File: config.mk
export PLATFORM = sky130hd
export DESIGN_NAME = decimal_to_bin_flat
export DESIGN_NICKNAME = d
export VERILOG_FILES = /design/src/rtl/decimal_to_bin_if.sv /design/src/rtl/decimal_to_bin.sv /design/src/flat_wrapper.sv
export SDC_FILE = /design/constraint.sdc
export NUM_CORES = 1
export LEC_CHECK = 0
export ABC_AREA = 0
export CAP_MARGIN = 20
export CORE_UTILIZATION = 24
export DETAILED_ROUTE_END_ITERATION = 6
export GPL_ROUTABILITY_DRIVEN = 0
export PLACE_DENSITY = 0.4
export SYNTH_ARGS = -nofsm -noshare
export SYNTH_HDL_FRONTEND = slang
export SYNTH_SLANG_ARGS = --single-unit
File: constraint.sdc
create_clock -name clk_i -period 2.64 [get_ports clk_i]
set_clock_uncertainty 0.2 [all_clocks]
set_input_delay 0.528 -clock clk_i [delete_from_list [all_inputs] [get_ports clk_i]]
set_output_delay 0.528 -clock clk_i [all_outputs]
set_load 0.02 [all_outputs]
File: src/rtl/decimal_to_bin_if.sv
// Start/busy/done handshake and result bundle for the BCD-to-binary converter.
interface decimal_to_bin_if #(
    parameter int DIGITS = 2,
    parameter int BIN_W  = 7
);
    logic                  start_i;
    logic [4*DIGITS-1:0]   bcd_i;
    logic                  busy_o;
    logic                  done_o;
    logic                  err_o;
    logic [BIN_W-1:0]      bin_o;

    modport master (
        output start_i,
        output bcd_i,
        input  busy_o,
        input  done_o,
        input  err_o,
        input  bin_o
    );

    modport slave (
        input  start_i,
        input  bcd_i,
        output busy_o,
        output done_o,
        output err_o,
        output bin_o
    );
endinterface

File: src/rtl/decimal_to_bin.sv
// Sequential packed-BCD to binary converter (reverse double-dabble).
// One shift/correct iteration per clock; malformed digits short-cut to DONE.
module decimal_to_bin #(
    parameter int DIGITS = 2,
    parameter int BIN_W  = 7
) (
    input  logic            clk_i,
    input  logic            rst_i,
    decimal_to_bin_if.slave bus
);
    localparam int BCD_W = 4 * DIGITS;
    localparam int SR_W  = BCD_W + BIN_W;
    localparam int CNT_W = $clog2(BIN_W + 1);

    typedef enum logic [1:0] {
        IDLE,
        CONVERT,
        DONE
    } state_e;

    state_e             state_q, state_d;
    logic [SR_W-1:0]    sr_q, sr_d;
    logic [CNT_W-1:0]   cnt_q, cnt_d;
    logic [BIN_W-1:0]   bin_q, bin_d;
    logic               err_q, err_d;
    logic               busy_q, busy_d;
    logic               done_q, done_d;

    logic [SR_W-1:0]    step;
    logic               bad_digit;

    // Shift the {bcd, bin} register right, then pull any digit >= 8 down by 3.
    always_comb begin
        step = sr_q >> 1;
        for (int i = 0; i < DIGITS; i++) begin
            if (step[BIN_W+4*i +: 4] >= 4'd8) begin
                step[BIN_W+4*i +: 4] = step[BIN_W+4*i +: 4] - 4'd3;
            end
        end
    end

    always_comb begin
        bad_digit = 1'b0;
        for (int i = 0; i < DIGITS; i++) begin
            if (bus.bcd_i[4*i +: 4] > 4'd9) begin
                bad_digit = 1'b1;
            end
        end
    end

    always_comb begin
        state_d = state_q;
        sr_d    = sr_q;
        cnt_d   = cnt_q;
        bin_d   = bin_q;
        err_d   = err_q;
        unique case (state_q)
            IDLE: begin
                if (bus.start_i) begin
                    sr_d  = {bus.bcd_i, {BIN_W{1'b0}}};
                    cnt_d = '0;
                    if (bad_digit) begin
                        state_d = DONE;
                        bin_d   = '0;
                        err_d   = 1'b1;
                    end else begin
                        state_d = CONVERT;
                    end
                end
            end
            CONVERT: begin
                sr_d  = step;
                cnt_d = cnt_q + CNT_W'(1);
                if (cnt_q == CNT_W'(BIN_W - 1)) begin
                    state_d = DONE;
                    bin_d   = step[BIN_W-1:0];
                    err_d   = 1'b0;
                end
            end
            DONE: begin
                state_d = IDLE;
            end
            default: begin
                state_d = IDLE;
            end
        endcase
        busy_d = (state_d == CONVERT);
        done_d = (state_d == DONE);
    end

    always_ff @(posedge clk_i or posedge rst_i) begin
        if (rst_i) begin
            state_q <= IDLE;
            sr_q    <= '0;
            cnt_q   <= '0;
            bin_q   <= '0;
            err_q   <= 1'b0;
            busy_q  <= 1'b0;
            done_q  <= 1'b0;
        end else begin
            state_q <= state_d;
            sr_q    <= sr_d;
            cnt_q   <= cnt_d;
            bin_q   <= bin_d;
            err_q   <= err_d;
            busy_q  <= busy_d;
            done_q  <= done_d;
        end
    end

    assign bus.busy_o = busy_q;
    assign bus.done_o = done_q;
    assign bus.err_o  = err_q;
    assign bus.bin_o  = bin_q;
endmodule

File: src/flat_wrapper.sv
// flat-port wrapper written by rule: the top's interface ports become plain ports
module decimal_to_bin_flat 
#(
    parameter int DIGITS = 2,
    parameter int BIN_W  = 7
)
  (clk_i, rst_i, bus_start_i, bus_bcd_i, bus_busy_o, bus_done_o, bus_err_o, bus_bin_o);
  decimal_to_bin_if #(.DIGITS(DIGITS), .BIN_W(BIN_W)) bus_i ();
  input  logic clk_i;
  input  logic rst_i;
  input wire logic [$bits(bus_i.start_i)-1:0] bus_start_i;
  input wire logic [$bits(bus_i.bcd_i)-1:0] bus_bcd_i;
  output wire logic [$bits(bus_i.busy_o)-1:0] bus_busy_o;
  output wire logic [$bits(bus_i.done_o)-1:0] bus_done_o;
  output wire logic [$bits(bus_i.err_o)-1:0] bus_err_o;
  output wire logic [$bits(bus_i.bin_o)-1:0] bus_bin_o;
  assign bus_i.start_i = bus_start_i;
  assign bus_i.bcd_i = bus_bcd_i;
  assign bus_busy_o = bus_i.busy_o;
  assign bus_done_o = bus_i.done_o;
  assign bus_err_o = bus_i.err_o;
  assign bus_bin_o = bus_i.bin_o;
  decimal_to_bin #(.DIGITS(DIGITS), .BIN_W(BIN_W)) u_core (.clk_i(clk_i), .rst_i(rst_i), .bus(bus_i));
endmodule
== After elaboration in Yosys (flattened, before gate mapping) ==
Index checks and enable logic that the tools add are counted.
Operators by class
  add/subtract/negate cells: 3
  multipliers: 0
  divide/modulo/power cells: 0
  $lt $le $gt $ge: 4
  eq/ne operators: 7
  shift operators: 0
  mux-type cells: 20
  bitwise operators: 0
  reductions and logical operators: 4
Operators by type and width (number)
  one-hot mux 15 bit (2 select lines): 1
  2-to-1 mux 7 bit: 3
  2-to-1 mux 15 bit: 1
  one-hot mux 7 bit (2 select lines): 1
  > comparator 4 bit, second input constant: 2
  2-to-1 mux 4 bit: 2
  2-to-1 mux 2 bit: 3
  one-hot mux 3 bit (2 select lines): 1
  2-to-1 mux 1 bit: 5
  equality test 2 x 1 -> 1 bit, second input constant: 2
  >= comparator 3 x 4 -> 1 bit, second input constant: 1
  >= comparator 4 bit, second input constant: 1
  inequality test 2 x 1 -> 1 bit, second input constant: 2
  one-hot mux 2 bit (2 select lines): 1
  AND reduction 4 bit: 1
  subtractor 3 x 2 -> 4 bit, second input constant: 1
  subtractor 4 x 2 -> 4 bit, second input constant: 1
  adder 3 x 1 -> 3 bit, second input constant: 1
  equality test 3 bit, second input constant: 1
  2-to-1 mux 3 bit: 1
  equality test 2 bit, second input constant: 1
  logical NOT 2 bit: 1
  inequality test 2 bit, second input constant: 1
  one-hot mux 1 bit (2 select lines): 1
  other kinds (2): 2
Word-level totals
  bits in registers: 30
  latch bits: 0
  bits in writable memories: 0
  memory bits (read-only): 0
  output and inout port bits: 10
  logic and storage cells: 45
  memories kept: 0

== Depth between registers and ports, before layout ==
  word-level depth: 7
  gate-level depth with buffers: 6
  gate-level depth less buffers: 5

== Worst setup path before layout ==
OpenSTA, ideal clock, no wires.
  kind: input -> register
  start: input bus_start_i
  end: register u_core.sr_q[1]
  data arrival time: 1177 ps
  setup slack: 1142 ps
  stages on the path: 4
  path buffers: 2
  cell sequence: buf_2 -> o21bai_2 -> buf_2 -> a22o_1
Between the ends
  longest elaborated chain between the ends: 2
Ends and longest elaborated chain
  start, declared: line flat_wrapper.sv:11  | input wire logic [$bits(bus_i.start_i)-1:0] bus_start_i;
  inequality test 2 bit (no source line)
  AND reduction 2 bit (no source line)
  end signal, assigned: line decimal_to_bin.sv:102  | sr_q <= sr_d;
  end, declared: line decimal_to_bin.sv:22  | logic [SR_W-1:0] sr_q, sr_d;
Every way passes these cells.
A chain may end at the register's enable or synchronous reset.

== Worst setup path in the final report ==
  start: register u_core.err_q, in the netlist u_core.bus.err_o
  end: output bus_err_o
RTL lines
  start, declared: line decimal_to_bin.sv:25  | logic err_q, err_d;
  start signal, assigned: line decimal_to_bin.sv:105  | err_q <= err_d;
  end, declared: line flat_wrapper.sv:15  | output wire logic [$bits(bus_i.err_o)-1:0] bus_err_o;
No word-level cell between the ends.

==> results_dict.tcl <==
set metrics [dict create \
    critPathTopFamily "buffers and inverters" \
    grt_pass1_wl_um 5390 \
    drtPass1Iterations 4 \
    vdd_drop_max_mv 0.280 \
    drive_gt1_share_pct 11.5 \
    critPathBufInv 1 \
    cts-hold-fix-buffers 0 \
    cts_tree "yes" \
    ys_warn_count 0 \
    areaGrowthSynthToFinish_pct 28.0 \
    final.setup.tns_ps 0 \
    grt_pass1_vias 1085 \
    antenna_found_initial 0 \
    crit_path_top_delay_cell "clkdlybuf4s50_1" \
    outcome "finished clean" \
    drtAntennaViolNets 0 \
    grt.total_usage_pct 11.7 \
    viasPerCell 4.56 \
    post-cts-setup-buffers 0 \
    clkTransAtPathRegs_ps 70 \
    slew_headroom_pct 65.7 \
    synth_area_per_cell_um2 11.2 \
    detail_route.wl_per_cell_um 13.7 \
    drc 0 \
    io_buffers 20 \
    core-area_um2 5240 \
    synth_edf_count 0 \
    period_needed_ps 1980 \
    hold_viol 0 \
    cts_buffers 5 \
    grt_max_degree 30 \
    placedCellCount 210 \
    cp-end-kind "output pin" \
    p_leak_nw 0.805 \
    whs_ps 288 \
    root_buffer "clkbuf_8" \
    synth_top_family_by_area "compound AO/OA/AOI/OAI gates" \
    post-synth-top-area-fraction_pct 54.1 \
    synth_compound_area_share_pct 17.3 \
    crit_arrival_ps 1250 \
    fmax_mhz 506 \
    insertion_delay_ps 270 \
    fin_nets 162 \
    path_class "reg -> out" \
    ys.flop_type "dfrtp_1" \
    cp.required_ps 1910 \
    h-tree-depth 2 \
    syn-cell-area_um2 1340 \
    cpPeakStageDelay_ps 610 \
    report.final.slew_viol_count 0 \
    yosysSeqAreaShare_pct 54.1 \
    drtIter0Drc 50 \
    fin_cells 218 \
    hold_class "reg -> reg" \
    cap_violations 0 \
    syn_inst 120 \
    start_util_pct 25.6 \
    path_max_fanout 2 \
    fp-row-count 26 \
    ys_ff_latch 29 \
    synth-simple-area-share_pct 13.5 \
    tightest_slew_ps 515 \
    die_width_um 76.8 \
    synth_xor_area_share_pct 1.31 \
    ys_top_cells_by_area "dfrtp_1, mux2i_1, o21ai_0, a22o_1, ha_1" \
    ctsResizeCount 0 \
    stdcell_area_um2 1720 \
    boundaryPins 21 \
    critPathLaunchType "flip-flop" \
    cp_cell_sequence "clkdlybuf4s50_1" \
    grt_setup_unrepaired "no" \
    gr-total-overflow 0 \
    yosysTopAreaCell "dfrtp_1" \
    die_h_um 76.8 \
    synthDistinctLibCells 30 \
    wl_um 2980 \
    place_area_um2 1630 \
    power.total_mw 1.52 \
    clockBufferDepth 2 \
    ys_async_sr_fraction_pct 100 \
    setup_viol 0 \
    synth_fa_ha_area_share_pct 3.73 \
    dp.final_hpwl_um 2080 \
    clock_sinks 29 \
    num_antenna_cells 0 \
    period_share_pct 74.8 \
    dieArea_um2 5890 \
    powerDensity_nw_per_um2 887 \
    muxShareOfSynthArea_pct 5.97 \
    synth_nets 135 \
    via_count 995 \
]
## layer usage
metal  vias up  wire length [µm]  global-route usage [%]
met5         -                 0                       0
met4         0                 8                    3.46
met3         2               129                    3.57
met2        20              1470                    18.8
met1       495              1380                    15.1
li1        478                 -                       -
## synth_stat cells, types with 3 or more instances
cell and count:
nand2_1 10, dfrtp_1 29, o21ai_0 11, a31oi_1 5, mux2i_1 8, nand2b_1 3, and2_1 3, nor2_1 9
buf_4 3, a22o_1 6, inv_1 5, ha_1 4
## final cells by class
cell class,count,area [µm²]
Clock buffer,6,72.6
Clock inverter,2,10.0
Fill cell,532,3520
Inverter,6,22.5
Multi-Input combinational cell,80,561
Sequential cell,29,726
Tap cell,70,87.6
Timing Repair Buffer,25,238
## final timing paths
kind                              startpoint             endpoint  slack, ps  cells after the start
setup reg to reg           u_core.state_q[1]  u_core.bus.bin_o[2]        900                      3
hold reg to reg              u_core.sr_q[12]      u_core.sr_q[12]        290                      2
setup / recovery            u_core.bus.err_o            bus_err_o        660                      1
max in group asynchronous              rst_i      u_core.cnt_q[0]       1530                      3
hold / removal               u_core.sr_q[12]      u_core.sr_q[12]        290                      2
min in group asynchronous              rst_i       u_core.sr_q[2]        430                      3
## sequential cells by signal, summed over array words and instances (netlist names)
register,cells
u_core.sr_q,14
u_core.bus.bin_o,7
u_core.cnt_q,3
u_core.state_q,2
u_core.bus.busy_o,1
u_core.bus.done_o,1
u_core.bus.err_o,1
## placed cells by master, fill, tap and decap left out
cell	instances
dfrtp_1	29
clkdlybuf4s50_1	20
o21ai_0	11
nand2_1	10
nor2_1	9
mux2i_1	8
a22o_1	6
inv_1	5
a31oi_1	5
clkbuf_8	5
buf_4	5
ha_1	4
and2_1	3
nand2b_1	3
and4_1	2
a221o_1	2
nor2b_1	2
a21oi_1	2
a32o_1	2
clkinv_2	2
o21bai_2	1
inv_2	1
nor2_4	1
xor2_1	1
nor3b_2	1
a21boi_2	1
nand4b_1	1
xnor2_1	1
nor4bb_1	1
o21ai_1	1
a22oi_1	1
o31ai_1	1
clkbuf_1	1
## logic make-up (layout without fill, tap and decap cells)
group           after synthesis  after routing
compound gates               33             33
xor+xnor                      2              2
fa+ha+maj                     4              4
simple gates                 33             33
buf+inv                      11             39
flops                        29             29
mux                           8              8
## power by group
part | switching [mW] | internal [mW] | total (mW) | leakage, nW
Combinational | 0.241 | 0.225 | 0.466 | 0.380
Sequential | 0.142 | 0.567 | 0.709 | 0.380
Clock | 0.166 | 0.182 | 0.348 | 0.0450
Total | 0.549 | 0.973 | 1.52 | 0.805
## stage by stage
step                utilization [%]  worst slack, ps
finish                         32.8              664
CTS                            32.8              635
floorplan                         -             1140
global placement               31.2              512
global route                   32.8              605
detailed placement             31.2              500
Note: power is estimated with default switching activity, not from simulation.
==> variant 1, RTL diff (config.mk and constraints unchanged) <==
`DIGITS` is set to 2 in 3 places; all go to 4.
--- a/src/rtl/decimal_to_bin_if.sv
+++ b/src/rtl/decimal_to_bin_if.sv
@@ -1,6 +1,6 @@
 // Start/busy/done handshake and result bundle for the BCD-to-binary converter.
 interface decimal_to_bin_if #(
-    parameter int DIGITS = 2,
+    parameter int DIGITS = 4,
     parameter int BIN_W  = 7
 );
     logic                  start_i;
--- a/src/rtl/decimal_to_bin.sv
+++ b/src/rtl/decimal_to_bin.sv
@@ -1,7 +1,7 @@
 // Sequential packed-BCD to binary converter (reverse double-dabble).
 // One shift/correct iteration per clock; malformed digits short-cut to DONE.
 module decimal_to_bin #(
-    parameter int DIGITS = 2,
+    parameter int DIGITS = 4,
     parameter int BIN_W  = 7
 ) (
     input  logic            clk_i,
--- a/src/flat_wrapper.sv
+++ b/src/flat_wrapper.sv
@@ -1,7 +1,7 @@
 // flat-port wrapper written by rule: the top's interface ports become plain ports
 module decimal_to_bin_flat 
 #(
-    parameter int DIGITS = 2,
+    parameter int DIGITS = 4,
     parameter int BIN_W  = 7
 )
   (clk_i, rst_i, bus_start_i, bus_bcd_i, bus_busy_o, bus_done_o, bus_err_o, bus_bin_o);
Ports: changed (resized bus_bcd_i); port bits go from 21 to 29. The function was not compared with the original's and may differ.
==> variant 1 against the original RTL <==
Area after synthesis is 39% higher. Wire length is 43% higher. Sequential cell count is 8 higher. Worst hold slack better by 0.0065 ns. Cell area is 39% higher. Setup slack worse by 0.028 ns. Synthesized cell count is 56% higher. Global-route usage is 0.49 points lower. Total power is 31% higher. Critical path type unchanged. Critical endpoint is now bus_bin_o[5]. Largest cell class unchanged.
==> variant 1: results (changes against the original RTL) <==
- Buffer share of cell area: 0.140 (+0.00122)
- Gate family responsible for the most delay along the worst path: buffers and inverters
- Fill cell count: 776 (+46%)
- CP peak stage delay: 0.61 ns (about the same)
- Met1 demand-to-capacity share in global routing: 0.150 (-0.00144)
- Status: complete, no violations
- Layout cells sized above 1: 0.0868 (-0.0281)
- Combinational power share: 0.292 (-0.014)
- H-tree depth: 2 (unchanged)
- Leak: 1.07 nW (+33%)
- Total area of sequential cells: 926 µm² (+28%)
- Worst min-delay path category: reg -> reg
- Net Count, Synth: 214 (+59%)
- Wire length of the first global-routing pass: 7300 µm (+35%)
- Final wirelength: 4260 µm (+43%)
- Power share of the clock group: 0.261 (+0.033)
- Final net count: 245 (+51%)
- Compound-gate portion of the synthesized area: 0.213 (+0.0403)
- Detailed placer's ending HPWL: 2880 µm (+38%)
- Global-route track usage on met2: 0.181 (-0.00684)
- Share of final layout cell area taken by clock buffers and inverters: 0.0504 (+0.00232)
- Multiplexer share of the synthesized area: 0.0321 (-0.0276)
- Area contributors post-synth: dfrtp_1 (50%), a22o_1 (6.1%), o21ai_0 (5.6%), ha_1 (5.4%), a21oi_1 (4.6%)
- Tightest Pin Transition: 0.586 ns (+0.0705 ns)
- Worst hold path depth: 2 (unchanged)
- Area of the multi-input gates: 838 µm² (+50%)
- Total routing usage reported by global routing: 0.112 (-0.00485)
- Flop-to-flop setup slack: 0.80 ns (-0.10 ns)
- Max FFs per register: 22 (+8)
- Met3 Track Usage GR: 0.0227 (-0.0130)
- Non-clk invs: 11 (+5)
- Post-synthesis share of cell area spent on full adders, half adders and majority gates: 0.0535 (+0.0162)
- Crit path DAT: 1.28 ns (+0.03 ns)
- Net load switching power: 678 µW (+24%)
- Unique masters post-synth: 28 (-6.7%)
- Depth of the worst register-to-register path: 3 (unchanged)
- Port bufs: 28 (+40%)
- VDD IR max: 0.000192 V (-31%)
- Worst reg2reg path startpoint: u_core.state_q[0]$_DFF_PP0_
- Hold Crit Start: u_core.sr_q[20]$_DFFE_PP0P_
- Antenna Cells: 0 (unchanged)
- Clock Latency Late Sink: 0.29 ns (+0.02 ns)
- Number of buffers other than clock buffers in the final layout: 35 (+40%)
- Sequential element share of the synthesized area: 0.495 (-0.0457)
- Vias in the first global route: 1456 (+34%)
- Register bank with the most flops: u_core.sr_q
- Reg-to-reg critical path endpoint: u_core.bus.busy_o$_DFF_PP0_
- Yosys warnings: 0 (unchanged)
- Root buffer cell: clkbuf_8
- Xor/xnor cell area share of the yosys netlist: 0.0281 (+0.0151)
- Endpoint of the worst hold-timing path: u_core.sr_q[20]$_DFFE_PP0P_
- Antenna violations before repair: 0 (unchanged)
- Cell types with the highest counts after synthesis: dfrtp_1 (37), o21ai_0 (21), nand2_1 (20), a21oi_1 (17), a22o_1 (13)
- Maximum number of pins on one net before global-route repair: 38 (+27%)
- Comb_multi_in: 128 (+60%)
- Avg Vias per Cell: 4.26 (-6.7%)
- Yosys reg bits: 37 (+28%)
- Tightest hold margin: 0.294 ns (+0.00650 ns)
- DRT iter0 DRCs: 57 (+14%)
variant 1: cell count changes in the layout (fill, tap and decap cells not counted), moves of 7 or more:
cell,change
a21oi_1,+15
nand2_1,+10
o21ai_0,+10
clkdlybuf4s50_1,+8
dfrtp_1,+8
a22o_1,+7
variant 1: metrics by stage:
| step | power, mW | instances | setup slack, ns | cell area (µm²) |
|---|---|---|---|---|
| after floorplan | 1.31 | 187 | 1.02 | 1870 |
| after global placement | 1.49 | 310 | 0.436 | 2260 |
| after detailed placement | 1.49 | 310 | 0.446 | 2260 |
| after CTS | 2.03 | 318 | 0.618 | 2380 |
| after global routing | 2.15 | 318 | 0.581 | 2380 |
| final | 1.99 | 318 | 0.636 | 2380 |
variant 1: worst max-delay path by stage:
| stage | start | endpoint | slack, ns | cells past startpoint |
|---|---|---|---|---|
| 2_1_floorplan | u_core.cnt_q[0]$_DFFE_PP0P_ | u_core.bus.bin_o[0]$_DFFE_PP0P_ | 1.02 | 7 |
| 3_3_place_gp | bus_bcd_i[1] | u_core.bus.bin_o[4]$_DFFE_PP0P_ | 0.44 | 5 |
| 3_5_place_dp | bus_bcd_i[1] | u_core.bus.bin_o[4]$_DFFE_PP0P_ | 0.45 | 5 |
| 4_1_cts | u_core.bus.bin_o[5]$_DFFE_PP0P_ | bus_bin_o[5] | 0.62 | 1 |
| 5_1_grt | u_core.bus.bin_o[5]$_DFFE_PP0P_ | bus_bin_o[5] | 0.58 | 1 |
| 6_report | u_core.bus.bin_o[5]$_DFFE_PP0P_ | bus_bin_o[5] | 0.64 | 1 |
variant 1: routing by layer:
metal  routed length, µm  up-vias  share of wire
li1                    -      702              -
met1                2140      629           0.50
met2                1950       18           0.46
met3                 111        5          0.026
met4                  66        0          0.015
met5                   0        -              0
==> variant 2, RTL diff (config.mk and constraints unchanged) <==
Without the edit above. Reset style: synchronous (`rst_i`), changed in one clocked block.
--- a/src/rtl/decimal_to_bin.sv
+++ b/src/rtl/decimal_to_bin.sv
@@ -88,7 +88,7 @@
         done_d = (state_d == DONE);
     end
 
-    always_ff @(posedge clk_i or posedge rst_i) begin
+    always_ff @(posedge clk_i) begin
         if (rst_i) begin
             state_q <= IDLE;
             sr_q    <= '0;
Function: differs if rst_i is asserted again (counterexample within 4 cycles, from zero or initial values and one cycle with rst_i high); with rst_i held inactive, the same outputs for 10 cycles.
==> variant 2 against the original RTL <==
Highest routed layer unchanged. Cell area shrank 2.3%. Die area grew 1.2%. Register-to-register slack lost 0.25 ns. Sequential cell count is the same. Area after synthesis grew 1.2%. Global-route usage is essentially flat. Wire length grew 11%. Setup slack lost 0.10 ns.
Power is not compared: it rests on default switching activity, and its combinational part moved more than twofold at a synthesized area within 25%.
==> variant 2: results (changes against the original RTL) <==
- Status: complete, no violations
- Gate family responsible for the most delay along the worst path: compound AO/OA/AOI/OAI gates
- Unique masters post-synth: 35 (+17%)
- Worst-path maximum fanout: 9 (+7)
- Maximum number of pins on one net before global-route repair: 19 (-37%)
- Area contributors post-synth: dfxtp_1 (43%), nand2_1 (7.2%), a21oi_1 (7.0%), a311oi_1 (4.5%), ha_1 (3.7%)
- Depth of the worst register-to-register path: 3 (unchanged)
- Detailed placer's ending HPWL: 2270 µm (+9.0%)
- Final Max Slew Viols: 0 (unchanged)
- Endpoint of the worst hold-timing path: u_core.bus.err_o$_SDFFE_PP0P_
- Placed cell count: 237 (+13%)
- Metal2 WL: 1460 µm (-0.27%)
- Max_slew headroom: 0.515 (-0.141)
- Met3 WL: 152 µm (+18%)
- Post-synthesis share of cell area spent on full adders, half adders and majority gates: 0.0369 (-0.000447)
- Final net count: 187 (+15%)
- Worst hold path depth: 1 (-1)
- Avg Vias per Cell: 4.72 (+3.4%)
- Xor/xnor cell area share of the yosys netlist: 0.0194 (+0.00630)
- Flop-to-flop setup slack: 0.65 ns (-0.25 ns)
- Global-route track usage on met2: 0.174 (-0.0132)
- Wire length of the first global-routing pass: 5420 µm (+0.65%)
- Crit path DAT: 2.05 ns (+0.80 ns)
- Total number of vias: 1152 (+16%)
- WL per Instance: 13.6 µm (-0.68%)
- CP startpoint: bus_bcd_i[2]
- Layout cells sized above 1: 0.105 (-0.0102)
- Net Count, Synth: 168 (+24%)
- DRT iter0 DRCs: 131 (+160%)
- CP peak stage delay: 0.41 ns (-0.20 ns)
- Cell types with the highest counts after synthesis: dfxtp_1 (29), nand2_1 (26), a21oi_1 (19), nand3_1 (9), nor2_1 (8)
- Met3 Track Usage GR: 0.0369 (+0.00119)
- Compound-gate portion of the synthesized area: 0.228 (+0.0551)
- Worst Setup EP: u_core.bus.bin_o[5]$_SDFFE_PP0P_
- Worst reg2reg path startpoint: u_core.state_q[0]$_SDFF_PP0_
- Metal-1 WL: 1650 µm (+20%)
- Total routing usage reported by global routing: 0.118 (+0.000284)
- Met1 demand-to-capacity share in global routing: 0.159 (+0.00827)
- Sequential element share of the synthesized area: 0.428 (-0.113)
- Share of synthesized flip-flops with an asynchronous set or reset: 0 (-1.00)
- Cell count after synthesis: 153 (+28%)
- Top metal layer carrying routed signals: met4
- Multiplexer share of the synthesized area: 0.00829 (-0.0514)
- Hold Crit Start: u_core.bus.err_o$_SDFFE_PP0P_
-- variant 2: changes by cell type after synthesis, moves of 8 or more --
cell and change:
dfrtp_1 -29, dfxtp_1 +29, a21oi_1 +17, nand2_1 +16
nand3_1 +9, mux2i_1 -8, o21ai_0 -8
-- variant 2: final cells by class --
cell class | instances | area (µm²)
fillers | 614 | 3800
multi-input cells | 108 | 674
flip-flops and latches | 29 | 581
repair buffers | 24 | 230
well taps | 72 | 90.1
clock buffers | 7 | 86.3
inverters | 4 | 15.0
-- variant 2: per-stage QoR --
step | area (µm²) | total power, mW | hold WS [ns] | utilization | setup slack [ns]
after floorplan | 1360 | 0.581 | 0.248 | - | 1.04
after global placement | 1590 | 0.626 | 0.258 | 0.291 | 0.216
after detailed placement | 1590 | 0.627 | 0.264 | 0.291 | 0.240
after CTS | 1680 | 0.994 | 0.279 | 0.306 | 0.517
after global routing | 1680 | 1.03 | 0.299 | 0.306 | 0.397
final | 1680 | 0.981 | 0.274 | 0.306 | 0.561
